### config.mk
export PLATFORM = sky130hd
export DESIGN_NAME = bank_writer
export DESIGN_NICKNAME = d
export VERILOG_FILES = /design/src/rtl/bank_writer.sv
export SDC_FILE = /design/constraint.sdc
export NUM_CORES = 1
export LEC_CHECK = 0
export ABC_CLOCK_PERIOD_IN_PS = 4000
export CAP_MARGIN = 20
export CORE_MARGIN = 5
export CORE_UTILIZATION = 40
export DETAILED_ROUTE_END_ITERATION = 8
export MAX_ROUTING_LAYER = met4
export PLACE_DENSITY = 0.66
export RECOVER_POWER = 50
export SLEW_MARGIN = 20
export SYNTH_ARGS = -nofsm -noshare
export SYNTH_HDL_FRONTEND = slang
export SYNTH_SLANG_ARGS = --single-unit
### constraint.sdc
create_clock -name clk -period 4 [get_ports clk]
set_clock_uncertainty 0.05 [all_clocks]
set_input_delay 0.8 -clock clk [delete_from_list [all_inputs] [get_ports clk]]
set_output_delay 0.8 -clock clk [all_outputs]
set_load 0.01 [all_outputs]
### src/rtl/bank_writer.sv
`default_nettype none
// ============================================================================
// Module   : bank_writer
// Purpose  : Write-side controller for a 2**AW x DW register bank. Turns raw
//            switch/push-button inputs into clean, single-cycle bank writes
//            and reads every written location back through one bank read
//            port to confirm it.
// Ports    : clk, rst        - clock (rising edge), synchronous active-high reset
//            btn_wr, btn_clr - raw asynchronous write / clear-all buttons
//            sw_addr, sw_data- target address / data switches
//            rd_data         - bank read data for rd_addr (combinational)
//            addrW, datW     - bank write address / data
//            RegWrite        - bank write enable
//            rd_addr         - bank read address used for verification
//            busy            - high whenever the controller is not idle
//            done            - one-cycle pulse after each write/clear operation
//            err             - sticky readback-mismatch flag (cleared by rst)
// Revision : 1.0 - initial release
// ============================================================================
module bank_writer #(
  parameter int DEB_CYCLES = 250000,
  parameter int AW         = 3,
  parameter int DW         = 4
) (
  input  logic          clk,
  input  logic          rst,
  input  logic          btn_wr,
  input  logic          btn_clr,
  input  logic [AW-1:0] sw_addr,
  input  logic [DW-1:0] sw_data,
  input  logic [DW-1:0] rd_data,
  output logic [AW-1:0] addrW,
  output logic [DW-1:0] datW,
  output logic          RegWrite,
  output logic [AW-1:0] rd_addr,
  output logic          busy,
  output logic          done,
  output logic          err
);

  localparam int            CW       = $clog2(DEB_CYCLES + 1);
  localparam logic [CW-1:0] CNT_LAST = CW'(DEB_CYCLES - 1);
  localparam logic [AW-1:0] IDX_LAST = '1;

  // --------------------------------------------------------------------------
  // Button conditioning. Bit 0 = write button, bit 1 = clear button.
  // --------------------------------------------------------------------------
  logic [1:0]    raw;
  logic [1:0]    sync1;
  logic [1:0]    sync2;
  logic [1:0]    deb;
  logic [1:0]    deb_q;
  logic [CW-1:0] cnt [2];
  logic          req_wr;
  logic          req_clr;

  assign raw = {btn_clr, btn_wr};

  always_ff @(posedge clk) begin
    if (rst) begin
      sync1 <= '0;
      sync2 <= '0;
      deb   <= '0;
      deb_q <= '0;
      for (int b = 0; b < 2; b++) cnt[b] <= '0;
    end else begin
      sync1 <= raw;
      sync2 <= sync1;
      deb_q <= deb;
      for (int b = 0; b < 2; b++) begin
        // Any edge where the synchronized level agrees with the debounced
        // level restarts the run; the level flips on the DEB_CYCLES-th
        // consecutive disagreeing edge.
        if (sync2[b] == deb[b]) begin
          cnt[b] <= '0;
        end else if (cnt[b] == CNT_LAST) begin
          deb[b] <= sync2[b];
          cnt[b] <= '0;
        end else begin
          cnt[b] <= cnt[b] + 1'b1;
        end
      end
    end
  end

  // Rising edge of the debounced level only; releases generate nothing.
  assign req_wr  = deb[0] & ~deb_q[0];
  assign req_clr = deb[1] & ~deb_q[1];

  // --------------------------------------------------------------------------
  // Control FSM
  // --------------------------------------------------------------------------
  typedef enum logic [2:0] {
    IDLE    = 3'd0,
    WRITE   = 3'd1,
    CHECK   = 3'd2,
    CLR_WR  = 3'd3,
    CLR_CHK = 3'd4
  } state_t;

  state_t        state;
  state_t        state_nx;
  logic [AW-1:0] idx;

  always_ff @(posedge clk) begin
    if (rst) state <= IDLE;
    else     state <= state_nx;
  end

  always_comb begin
    state_nx = state;
    RegWrite = 1'b0;
    busy     = 1'b1;
    case (state)
      IDLE: begin
        busy = 1'b0;
        // Clear has priority; a simultaneous write request is dropped.
        if (req_clr)     state_nx = CLR_WR;
        else if (req_wr) state_nx = WRITE;
      end
      WRITE: begin
        RegWrite = 1'b1;
        state_nx = CHECK;
      end
      CHECK:   state_nx = IDLE;
      CLR_WR: begin
        RegWrite = 1'b1;
        state_nx = CLR_CHK;
      end
      CLR_CHK: state_nx = (idx == IDX_LAST) ? IDLE : CLR_WR;
      default: state_nx = IDLE;
    endcase
  end

  // --------------------------------------------------------------------------
  // Datapath: write address/data latch, readback address, checks, done.
  // addrW/datW are only loaded on entry to an operation (or per clear step),
  // so switch activity while busy never disturbs an operation in flight.
  // --------------------------------------------------------------------------
  always_ff @(posedge clk) begin
    if (rst) begin
      addrW   <= '0;
      datW    <= '0;
      rd_addr <= '0;
      idx     <= '0;
      done    <= 1'b0;
      err     <= 1'b0;
    end else begin
      done <= 1'b0;
      case (state)
        IDLE: begin
          if (req_clr) begin
            idx   <= '0;
            addrW <= '0;
            datW  <= '0;
          end else if (req_wr) begin
            addrW <= sw_addr;
            datW  <= sw_data;
          end
        end
        WRITE:  rd_addr <= addrW;
        CHECK: begin
          if (rd_data != datW) err <= 1'b1;
          done <= 1'b1;
        end
        CLR_WR: rd_addr <= idx;
        CLR_CHK: begin
          if (rd_data != '0) err <= 1'b1;
          if (idx == IDX_LAST) begin
            done <= 1'b1;
          end else begin
            idx   <= idx + 1'b1;
            addrW <= idx + 1'b1;
          end
        end
        default: ;
      endcase
    end
  end

endmodule
`default_nettype wire

After elaboration in Yosys (flattened, before gate mapping)
Memories as Yosys holds them, arrays and structs flattened.
Index checks and enable logic that the tools add are counted.
- muxes and demuxes: 50
- bitwise logic cells: 12
- equality and inequality tests: 15
- add/subtract/negate cells: 3
- reductions and logical operators: 13
- operators with widths (cell ; count):
    18-bit 2-to-1 mux ; 6
    18-bit by 1-bit adder with 18-bit output, second input constant ; 2
    18-bit == test, second input constant ; 2
    1-bit 2-to-1 mux ; 29
    3-bit 2-to-1 mux ; 6
    3-bit case mux with 2 select lines ; 3
    3-bit case mux with 4 select lines ; 1
    3-bit AND reduction ; 3
    4-bit 2-to-1 mux ; 2
    2-bit != test, second input constant ; 4
    2-bit nonzero test ; 4
    3-bit by 2-bit == test with 1-bit output, second input constant ; 2
    3-bit == test, second input constant ; 2
    1-bit bitwise OR ; 6
    2-bit AND reduction ; 3
    4-bit != test ; 1
    1-bit inverter ; 4
    1-bit case mux with 2 select lines ; 2
    4-bit nonzero test ; 1
    3-bit by 1-bit adder with 3-bit output, second input constant ; 1
    3-bit by 1-bit == test with 1-bit output, second input constant ; 1
    3-bit zero test ; 1
    3-bit != test, second input constant ; 1
    1-bit AND ; 2
    3 further kinds ; 4
- RAM bits: 36
- bits of input ports: 15
- output and inout bits: 14
- register bits: 26
- memories kept: 1
- word-level logic and storage cells: 106
- memory list (name ; words ; bits a word ; read ports ; clocked after Yosys merged registers in ; wr ports ; line ; text):
    cnt ; 2 ; 18 ; 2 ; 0 ; 2 ; 53 ; logic [CW-1:0] cnt [2];

Longest topological paths before layout
- depth in word-level cells: 7
- gate-level depth with buffers: 6
- mapped depth without buffers: 6

Worst setup path after synthesis
OpenSTA, ideal clock, no wires.
- kind: register -> register
- start point: mem cnt[1][0] (netlist bit)
- end point: mem cnt[1][10] (netlist bit) (data pin)
- path slack: 2066 ps
- period minus slack after synthesis: 1934 ps
- required time: 3696 ps
- path buffers: 1
- stages on the path, launching flop included: 7
- data arrival time: 1630 ps
- library setup time: 254 ps
- path through: edfxtp_1 -> ha_1 -> nand3_2 -> or3_1 -> o21ai_2 -> buf_4 -> nor2_1
- RTL lines (element ; line):
    from (decl) ; 53

==> results.json <==
{
  "area_delta_synth_final_pct": 23.11,
  "fp.dieW_microns": 97.99,
  "synth_ff_type": "edfxtp_1",
  "crit_type": "in2reg",
  "synthXorXnorAreaFrac": 0.09051,
  "r2r_setup_slack_ps": 1700,
  "final.period_utilization": 0.6966,
  "die_y_microns": 97.99,
  "avgSynthCellArea_sq_um": 9.957,
  "pwr_density_cell_mw_per_mm2": 354.7,
  "wire_per_inst_microns": 12.28,
  "drv_cap": 0,
  "clk_latency_ps": 340,
  "crit_path_start_kind": "input pin",
  "slowest_delay_ps": 850,
  "intPower_w": 0.001055,
  "post_cts_resized": 0,
  "fp.coreArea_sq_mm": 0.007647,
  "slew_headroom": 0.2292,
  "muxShareOfSynthArea": 0.01333,
  "synth_compound_area_frac": 0.08929,
  "seq_area_sq_mm": 0.001602,
  "crit_fanout": 28,
  "synth_cell_types": 45,
  "period_minus_slack_ps": 2786,
  "finalSetupViolCount": 0,
  "dr_total_vias": 2387,
  "topRoutingLayerUsed": "met4",
  "outcome": "finished, final reports clean",
  "r2r_start": "cnt[1][0]$_SDFFCE_PN0P_",
  "synth_edf_count": 36,
  "p_leak_nw": 1.353,
  "path_clk_slew_ps": 70,
  "synth.yosys.seq_area_share": 0.5172,
  "swShare": 0.2202,
  "cts_root_buf": "clkbuf_8",
  "synthAdderAreaFrac": 0.01616,
  "r2r_end": "cnt[1][3]$_SDFFCE_PN0P_",
  "fillers": 722,
  "reg2reg_depth": 5,
  "synth_common_cells": "50 x nor2_1, 36 x edfxtp_1, 26 x dfxtp_1, 18 x xnor2_1, 16 x nand2_1",
  "antenna_left": 0,
  "required_ps": 4000,
  "pin_count": 29,
  "ys.warnings.count": 0,
  "grt_start_max_net_pins": 29,
  "ys_seq_elements": 62,
  "synth_cells": 311,
  "hold_violations": 0,
  "mappedNetlistArea_sq_mm": 0.003097,
  "antenna_cells": 0,
  "slowest_stage": "clkbuf_1",
  "yosysTopAreaCell": "edfxtp_1",
  "drt_pass1_iterations": 4,
  "setup_tns_ps": 0,
  "worstHoldPathType": "reg2reg",
  "p_clk_frac": 0.434,
  "synthSimpleGateAreaFrac": 0.2473,
  "cts_hold_buf": 0,
  "grt_pass1_vias": 2284,
  "met2WireLength_mm": 2.678,
  "multi_input_area_sq_mm": 0.001549,
  "initial_utilization": 0.4049,
  "overflow": 0,
  "peakVddDrop_mv": 0.1289,
  "p_sw_w": 0.0002978,
  "antenna_found_initial": 0,
  "std_cell_rows": 32,
  "numClockSinks": 62,
  "synth_top_family_by_area": "simple AND/OR/NAND/NOR gates",
  "arrival_ps": 2790,
  "grt_pass1_wl_mm": 10.34,
  "routed_wirelength_mm": 5.921,
  "worst_setup_path_end_kind": "flop",
  "post-route-util": 0.4985,
  "worstMarginPinSlew_ps": 1156,
  "gr-usage-all-layers": 0.1353,
  "h-tree-depth": 3,
  "combPwrFrac": 0.041,
  "io_buffers": 28,
  "max_freq_mhz": 358.9,
  "hp-start": "sync1[1]$_SDFF_PP0_",
  "nets": 394,
  "met1_length_mm": 2.799,
  "path_common_cell": "nor2_1",
  "synthArstFlopShare": 0,
  "synthTopCellsByArea": "edfxtp_1 35%, dfxtp_1 17%, nor2_1 6.1%",
  "place.gp.congestion": 0.8046,
  "die-area_sq_mm": 0.009601,
  "place.detailed.hpwl_mm": 4.073,
  "drcViolationCount": 0,
  "slew_violations": 0,
  "grt_setup_unrepaired": "no",
  "wl_met3_microns": 331,
  "cts_setup_buffers": 0,
  "synth_most_common_cell": "nor2_1",
  "drive_gt1_frac": 0.06316,
  "first_iter_violations": 113,
  "cts_inserted_buffers": 9,
  "pwr-share-seq": 0.525,
  "endpoint": "cnt[0][2]$_SDFFCE_PN0P_",
  "cts_tree": "done",
  "synth_top_area_frac": 0.3491,
  "cp-startpoint": "rst",
  "cp_cell_sequence": "dlygate4sd3_1, clkbuf_1, nor2_1, o21ai_2, nor2_1",
  "cts_buffer_depth": 2,
  "avgViaCountPerCell": 4.952
}
## power by group through the flow
stage,Combinational [W],Clock [W],Sequential [W]
2_1_floorplan,0.0000361,0,0.000719
3_3_place_gp,0.0000554,0,0.000723
3_5_place_dp,0.0000555,0,0.000724
4_1_cts,0.0000562,0.000606,0.000710
5_1_grt,0.0000630,0.000635,0.000713
6_report,0.0000559,0.000586,0.000710
## kinds of logic (layout without fill, tap and decap cells)
family | after synthesis | count (layout)
flip-flops | 62 | 62
other | 1 | 36
adder cells (fa/ha/maj) | 4 | 4
multiplexers | 4 | 4
AND/OR/NAND/NOR | 146 | 146
buffers and inverters | 19 | 53
XOR/XNOR | 32 | 32
AO/OA/AOI/OAI | 43 | 43
## cell usage in the layout, fill, tap and decap left out, types with 6 or more instances in the layout
master and count:
nor3_1 6, xor2_1 14, inv_1 8, conb_1 36, nor2_1 50, nand3_1 10, o21ai_0 7, dlygate4sd3_1 13
clkbuf_8 9, xnor2_1 18, nor4_1 8, edfxtp_1 36, a21oi_1 14, nor2b_1 10, or3_1 6, nand2_1 16
clkdlybuf4s50_1 15, dfxtp_1 26, nand4_1 15
## registers in the layout, indices dropped and copies added (netlist names)
name	cells
cnt	36
datW	4
addrW	3
idx	3
rd_addr	3
state	3
deb	2
deb_q	2
sync1	2
sync2	2
done	1
err	1
## final cells by class
class,count,share of cell area
clock inverters,4,0.005579
well taps,102,0.03348
clock buffers,12,0.05218
flip-flops and latches,62,0.4201
multi-input cells,265,0.4063
repair buffers,29,0.07450
inverters,8,0.007877
## worst max-delay path, delay by kind of cell
family          cells  cell delay [ps]
compound gates      1              350
buf+inv             2             1370
simple gates        2              270
## through the flow
step / instances / instance area, sq um / power, W / hold slack, ps / setup slack [ps]
floorplan: 346 / 3228 / 0.0007552 / 363.8 / 2066
global route: 482 / 3812 / 0.001411 / 419.9 / 999.2
CTS: 482 / 3816 / 0.001372 / 409.3 / 1258
finish: 482 / 3812 / 0.001352 / 403.3 / 1214
detailed placement: 466 / 3596 / 0.0007797 / 384.8 / 1576
global placement: 466 / 3596 / 0.0007788 / 396.3 / 1601
## worst min-delay path by stage
stage / to / cells after the start
3_3_place_gp: sync2[0]$_SDFF_PP0_ / 1
5_1_grt: sync2[0]$_SDFF_PP0_ / 1
2_1_floorplan: sync2[0]$_SDFF_PP0_ / 1
4_1_cts: sync2[1]$_SDFF_PP0_ / 1
6_report: sync2[1]$_SDFF_PP0_ / 1
3_5_place_dp: sync2[1]$_SDFF_PP0_ / 1
## metal layers
layer | vias up | global-route usage
met4 | 0 | 0.06709
met3 | 8 | 0.03571
met5 | - | -
met1 | 1104 | 0.1644
met2 | 45 | 0.2079
li1 | 1230 | -
Power figures use the tool's default switching activity.
